## src/rtl/aes_seq_pkg.sv

```systemverilog
// Shared types and constants for the iterative AES round sequencer.
// Latency: n/a (declarations only).
// Backpressure: n/a (declarations only).
// Contents: FSM state enum, datapath widths, legal round counts and the
// FIPS-197 appendix C vectors (keys are left-aligned in 256 bits).
package aes_seq_pkg;

    localparam int AES_BLOCK_W = 128;
    localparam int RK_IDX_W    = 4;

    localparam int NR_AES128 = 10;
    localparam int NR_AES192 = 12;
    localparam int NR_AES256 = 14;

    typedef enum logic [1:0] {
        ST_IDLE,
        ST_ROUND,
        ST_FINAL,
        ST_DONE
    } seq_state_t;

    function automatic bit is_legal_nr(input int nr);
        return (nr == NR_AES128) || (nr == NR_AES192) || (nr == NR_AES256);
    endfunction

    // FIPS-197 C.1 (AES-128) and C.3 (AES-256), same plaintext.
    localparam logic [255:0] FIPS_C1_KEY = {128'h000102030405060708090a0b0c0d0e0f, 128'h0};
    localparam logic [127:0] FIPS_C1_CT  = 128'h69c4e0d86a7b0430d8cdb78070b4c55a;
    localparam logic [255:0] FIPS_C3_KEY =
        256'h000102030405060708090a0b0c0d0e0f101112131415161718191a1b1c1d1e1f;
    localparam logic [127:0] FIPS_C3_CT  = 128'h8ea2b7ca516745bfeafc49904b496089;
    localparam logic [127:0] FIPS_PT     = 128'h00112233445566778899aabbccddeeff;

endpackage

```

## src/rtl/aes_seq_perf_cnt.sv

```systemverilog
// Performance counters for the AES round sequencer: completed blocks and DONE stall cycles.
// Latency: counters update on the clock edge after the qualifying cycle.
// Backpressure: none; observes the output handshake only.
// Ports: clk_in/rst_in (async active-high), done_i (sequencer in DONE), out_ready_i (sink ready),
// blk_count_o (handshakes, wraps mod 2^32), stall_count_o (DONE & !ready cycles, saturating).
// Present only when AES_SEQ_PERF_CNT_EN is defined, so the default build carries no orphan module.
`ifdef AES_SEQ_PERF_CNT_EN
module aes_seq_perf_cnt (
    input  logic        clk_in,
    input  logic        rst_in,
    input  logic        done_i,
    input  logic        out_ready_i,
    output logic [31:0] blk_count_o,
    output logic [31:0] stall_count_o
);

    logic [31:0] blk_q, blk_d;
    logic [31:0] stall_q, stall_d;

    always_comb begin
        blk_d   = blk_q;
        stall_d = stall_q;
        if (done_i && out_ready_i) begin
            blk_d = blk_q + 32'd1;
        end
        if (done_i && !out_ready_i && (stall_q != 32'hFFFF_FFFF)) begin
            stall_d = stall_q + 32'd1;
        end
    end

    always_ff @(posedge clk_in or posedge rst_in) begin
        if (rst_in) begin
            blk_q   <= 32'd0;
            stall_q <= 32'd0;
        end else begin
            blk_q   <= blk_d;
            stall_q <= stall_d;
        end
    end

    assign blk_count_o   = blk_q;
    assign stall_count_o = stall_q;

endmodule
`endif

```

## src/rtl/aes_round_sequencer.sv

```systemverilog
// Iterative AES controller: one shared round unit reused for all NR rounds of a 128-bit block.
// Latency: out_valid_out rises NR__ROUNDS cycles after the accept edge; block period NR__ROUNDS+2.
// Backpressure: output held in DONE until out_ready_in; no new block accepted until back in IDLE.
// Ports: valid/ready block source (plain_txt_in) and sink (cipher_txt_out); round-key lookup
// (rk_idx_out -> rk_in, same cycle); round unit (rnd_state_out/rnd_last_out -> rnd_result_in).
// Optional macro AES_SEQ_PERF_CNT_EN adds blk_count_out and stall_count_out.
module aes_round_sequencer
    import aes_seq_pkg::*;
#(
    parameter int NR__ROUNDS               = 14,
    parameter int NB__BLOCK_LENGTH_IN_TEXT = 4
) (
    input  logic                   clk_in,
    input  logic                   rst_in,
    input  logic                   key_ready_in,
    input  logic                   in_valid_in,
    output logic                   in_ready_out,
    input  logic [AES_BLOCK_W-1:0] plain_txt_in,
    output logic                   out_valid_out,
    input  logic                   out_ready_in,
    output logic [AES_BLOCK_W-1:0] cipher_txt_out,
    output logic                   busy_out,
    output logic [RK_IDX_W-1:0]    rk_idx_out,
    input  logic [AES_BLOCK_W-1:0] rk_in,
    output logic [AES_BLOCK_W-1:0] rnd_state_out,
    output logic                   rnd_last_out,
    input  logic [AES_BLOCK_W-1:0] rnd_result_in
`ifdef AES_SEQ_PERF_CNT_EN
    ,
    output logic [31:0]            blk_count_out,
    output logic [31:0]            stall_count_out
`endif
);

    if (!is_legal_nr(NR__ROUNDS) || (NB__BLOCK_LENGTH_IN_TEXT * 32 != AES_BLOCK_W)) begin : g_bad_cfg
        $error("aes_round_sequencer: NR__ROUNDS must be 10, 12 or 14 and the block 128 bits");
    end

    localparam logic [RK_IDX_W-1:0] LAST_MID_ROUND = RK_IDX_W'(NR__ROUNDS - 1);
    localparam logic [RK_IDX_W-1:0] FINAL_KEY_IDX  = RK_IDX_W'(NR__ROUNDS);

    seq_state_t             state_q, state_d;
    logic [AES_BLOCK_W-1:0] state_reg_q, state_reg_d;
    logic [RK_IDX_W-1:0]    round_cnt_q, round_cnt_d;

    always_ff @(posedge clk_in or posedge rst_in) begin
        if (rst_in) begin
            state_q     <= ST_IDLE;
            state_reg_q <= '0;
            round_cnt_q <= '0;
        end else begin
            state_q     <= state_d;
            state_reg_q <= state_reg_d;
            round_cnt_q <= round_cnt_d;
        end
    end

    always_comb begin
        state_d       = state_q;
        state_reg_d   = state_reg_q;
        round_cnt_d   = round_cnt_q;
        in_ready_out  = 1'b0;
        out_valid_out = 1'b0;
        busy_out      = 1'b1;
        rk_idx_out    = round_cnt_q;
        rnd_last_out  = 1'b0;
        unique case (state_q)
            ST_IDLE: begin
                busy_out   = 1'b0;
                rk_idx_out = '0;
                // The state register is already IDLE during reset; masking keeps
                // in_ready_out at 0 while reset is held even if keys are ready.
                in_ready_out = key_ready_in & ~rst_in;
                if (in_valid_in && key_ready_in) begin
                    // Initial AddRoundKey with key 0 happens on the way in.
                    state_reg_d = plain_txt_in ^ rk_in;
                    round_cnt_d = RK_IDX_W'(1);
                    state_d     = ST_ROUND;
                end
            end
            ST_ROUND: begin
                state_reg_d = rnd_result_in ^ rk_in;
                round_cnt_d = round_cnt_q + RK_IDX_W'(1);
                if (round_cnt_q == LAST_MID_ROUND) begin
                    state_d = ST_FINAL;
                end
            end
            ST_FINAL: begin
                rk_idx_out   = FINAL_KEY_IDX;
                rnd_last_out = 1'b1;
                state_reg_d  = rnd_result_in ^ rk_in;
                state_d      = ST_DONE;
            end
            ST_DONE: begin
                out_valid_out = 1'b1;
                if (out_ready_in) begin
                    state_d = ST_IDLE;
                end
            end
            default: begin
                state_d = ST_IDLE;
            end
        endcase
    end

    assign cipher_txt_out = state_reg_q;
    assign rnd_state_out  = state_reg_q;

`ifdef AES_SEQ_PERF_CNT_EN
    aes_seq_perf_cnt u_perf_cnt (
        .clk_in        (clk_in),
        .rst_in        (rst_in),
        .done_i        (state_q == ST_DONE),
        .out_ready_i   (out_ready_in),
        .blk_count_o   (blk_count_out),
        .stall_count_o (stall_count_out)
    );
`endif

endmodule

```

## config.mk

```make
export PLATFORM = sky130hd
export DESIGN_NAME = aes_round_sequencer
export DESIGN_NICKNAME = d
export VERILOG_FILES = /design/src/rtl/aes_seq_pkg.sv /design/src/rtl/aes_seq_perf_cnt.sv /design/src/rtl/aes_round_sequencer.sv
export SDC_FILE = /design/constraint.sdc
export NUM_CORES = 1
export LEC_CHECK = 0
export CAP_MARGIN = 20
export CORE_AREA = 2 2 251 253
export DETAILED_ROUTE_END_ITERATION = 10
export DIE_AREA = 0 0 253 255
export SLEW_MARGIN = 20
export SYNTH_ARGS = -nofsm -noshare
export SYNTH_HDL_FRONTEND = slang
export SYNTH_HIERARCHICAL = 1
export SYNTH_SLANG_ARGS = --single-unit
export TNS_END_PERCENT = 20
```

## constraint.sdc

```tcl
create_clock -name clk_in -period 5.2 [get_ports clk_in]
set_clock_uncertainty 0.2 [all_clocks]
set_input_delay 0.52 -clock clk_in [delete_from_list [all_inputs] [get_ports clk_in]]
set_output_delay 0.52 -clock clk_in [all_outputs]
set_load 0.01 [all_outputs]
```

==> metrics.csv <==
stage;metric;value;unit
global_route;total congestion overflow;0;
worst_setup_path;Crit. End Element;flip-flop;
synth;area share of the largest cell type after synthesis;38.0;%
timing;Final Hold Viols;0;
placement;Placer Congestion;0.782;
drt;vias per inst;3.77;
global_route;Global Route Usage Sum;10.4;%
drt;Pre-Repair DR Iteration Count;4;
worst_setup_path;CP arrival;3180;ps
global_route;wire length of the first global-routing pass;50.2;mm
job;Max Cap Viol;0;
clocking;CTS resizes;0;
floorplanning;# rows;92;
synth;area leader, netlist;dfrtp_1;
drt;post-detailed-route count of antenna-violating nets;0;
floorplanning;die width;253;µm
drt;drt wl/cell;16.0;µm
clocking;clock slew at reported path FFs;60;ps
status;outcome;complete, no violations;
synth;post-synthesis average cell area;10.0;µm²
floorplanning;Die H;255;µm
worst_setup_path;WS Path Type;reg2reg;
timing;Slew Viols, Final;0;
synth;Yosys reg bits;134;
timing;# setup viols final;0;
synth;top post-synthesis cells by area;dfrtp_1, mux2i_1, xor2_1, buf_4, o21ai_0;
timing;RSZ-0062 raised after global routing;no;
worst_setup_path;Reg2Reg Launch Point;state_q[0];
drt;drt drc;0;
clocking;H-tree depth;4;
layout;Layout area overhead;77.3;%
floorplanning;die area;64500;µm²
synth;Yosys warning count;6;
timing;Post-Route Setup TNS;0;ps
clocking;CTS Sinks;134;
layout;Final #Nets;1771;
drt;Iteration-0 DRC Markers;341;
timing;measured slew at the worst slew-check pin;869;ps
power;Tot Pwr;9.71;mW
power;Pleak;6.25;nW
global_route;pin count of the biggest net entering global routing;77;
synth;Mapped Nets;1277;
power;PD cells;621;nW/µm²
global_route;antenna violations before repair;1;
clocking;CTS max path bufs;2;
floorplanning;core area;62200;µm²
clocking;clk root buf;clkbuf_16;
drt;via count;8237;
synth;Post-Syn Instances;880;
global_route;number of global-route vias before repair;8310;
timing;max_slew headroom;42.1;%
placement;hpwl dp;27.9;mm
placement;PortBufs;652;
clocking;cts bufs inserted;17;
synth;Cell Area, Synth;8820;µm²
synth;sequential element share of the synthesized area;38.0;%
layout;share of cells above drive strength 1;3.39;%
clocking;CTS tree;built;
worst_hold_path;Hold WC Path Type;in2async;
clocking;Hold-fix buffers, CTS;0;
clocking;# Post-CTS Setup Buffers;0;
worst_setup_path;Req. time, crit path;5300;ps
floorplanning;Initial Util;14.2;%
power;maximum vdd drop;0.423;mV
timing;post-route minimum period;3070;ps
floorplanning;I/O pin cnt;653;
timing;Period Utilization, post-route;59.1;%
worst_setup_path;CP startpoint;state_q[0];
clocking;clk_lat worst skew;450;ps
worst_setup_path;crit-path max FO;74;
timing;Max Clk Rate;325;MHz
worst_setup_path;crit start category;flip-flop;
synth;Distinct cells, synth;29;
layout;Filler Cell Count;6613;
layout;Ant. Diodes;0;
drt;Routed Wire Length;34.9;mm
[logic make-up after synthesis]
family / Yosys count / share of synthesized area [%]
adder cells (fa/ha/maj): 8 / 1.13
multiplexers: 130 / 14.8
flip-flops: 134 / 38.0
AND/OR/NAND/NOR: 21 / 1.23
XOR/XNOR: 128 / 12.7
AO/OA/AOI/OAI: 267 / 15.6
buffers and inverters: 192 / 16.6
[cell type report]
class / instances / area, µm² / share of cell area (%)
inverter: 7 / 31.3 / 0.200
multi-input combinational: 554 / 4030 / 25.8
timing repair buffer: 660 / 6610 / 42.3
clock inverter: 7 / 119 / 0.760
clock buffer: 24 / 492 / 3.14
sequential: 134 / 3350 / 21.4
tap: 799 / 1000 / 6.39
[worst max-delay path, cell delays in order, from the launching register on]
cell	delay [ps]
dfrtp_1	480
ha_4	580
or2_4	790
buf_4	620
o21ai_1	170
[sequential cells by signal (all words and copies together) (netlist names)]
register and flops:
round_cnt_q 4, state_q 2, cipher_txt_out 128
[report_power, final]
part	internal [mW]	total, mW	leakage (nW)	switching (mW)
combinational	3.28	6.23	4.34	2.95
clock	0.801	1.28	0.293	0.475
sequential	1.62	2.20	1.62	0.584
[layout by cell type, fill, tap and decap left out, types with 2 or more instances in the layout]
master and count:
bufinv_16 3, buf_12 2, clkdlybuf4s50_1 652, clkbuf_8 4, clkbuf_16 17, xor2_1 128, o21ai_1 122, clkbuf_1 3
mux2i_1 129, inv_1 6, clkinvlp_4 2, ha_1 6, nand2_1 6, o21ai_0 137, nand3_1 3, dfrtp_1 134
a21o_1 2, nor2_1 2, ha_4 2, nor3_1 5, buf_4 6
[cells in the mapped netlist]
cell / number
a21boi_4: 1
a21o_1: 2
a21oi_1: 1
a221oi_2: 1
a31o_2: 1
and2_1: 1
and2_2: 1
and3_2: 1
buf_2: 7
buf_4: 131
buf_6: 17
buf_8: 10
clkbuf_1: 20
dfrtp_1: 134
ha_1: 8
inv_1: 7
mux2_2: 1
mux2i_1: 129
nand2_1: 6
nand3_1: 3
nand4b_1: 1
nor2_1: 2
nor3_1: 5
o21ai_0: 137
o21ai_1: 122
o21ai_2: 1
o311ai_0: 1
or2_4: 1
xor2_1: 128
[routing by layer]
metal	vias to the layer above	track usage (%)	part of all wire, %
met2	417	18.1	51
met5	-	0	0
li1	3888	-	-
met3	34	2.76	6.9
met1	3898	12.2	40
met4	0	4.33	2.4
[path summary, 6_finish.rpt]
path | to | slack [ps] | depth (start not counted)
max in group asynchronous | cipher_txt_out[108] | 3480 | 3
hold reg to reg | cipher_txt_out[38] | 350 | 2
min in group clk_in | cipher_txt_out[38] | 350 | 2
setup / recovery | cipher_txt_out[121] | 2130 | 4
setup reg to reg | cipher_txt_out[121] | 2130 | 4
hold / removal | cipher_txt_out[48] | 230 | 2
[metrics by stage]
stage / cell area (µm²) / hold WS (ps) / util (%) / cells / setup slack [ps]
6_report: 15600 / 232 / 25.2 / 2185 / 2130
5_1_grt: 15600 / 223 / 25.2 / 2185 / 1770
4_1_cts: 15600 / 183 / 25.2 / 2185 / 2060
3_5_place_dp: 15000 / 340 / 24.2 / 2154 / 2030
3_3_place_gp: 15000 / 324 / 24.2 / 2154 / 2110
2_1_floorplan: 8820 / 318 / - / 880 / 618
Note: power is estimated with default switching activity, not from simulation.
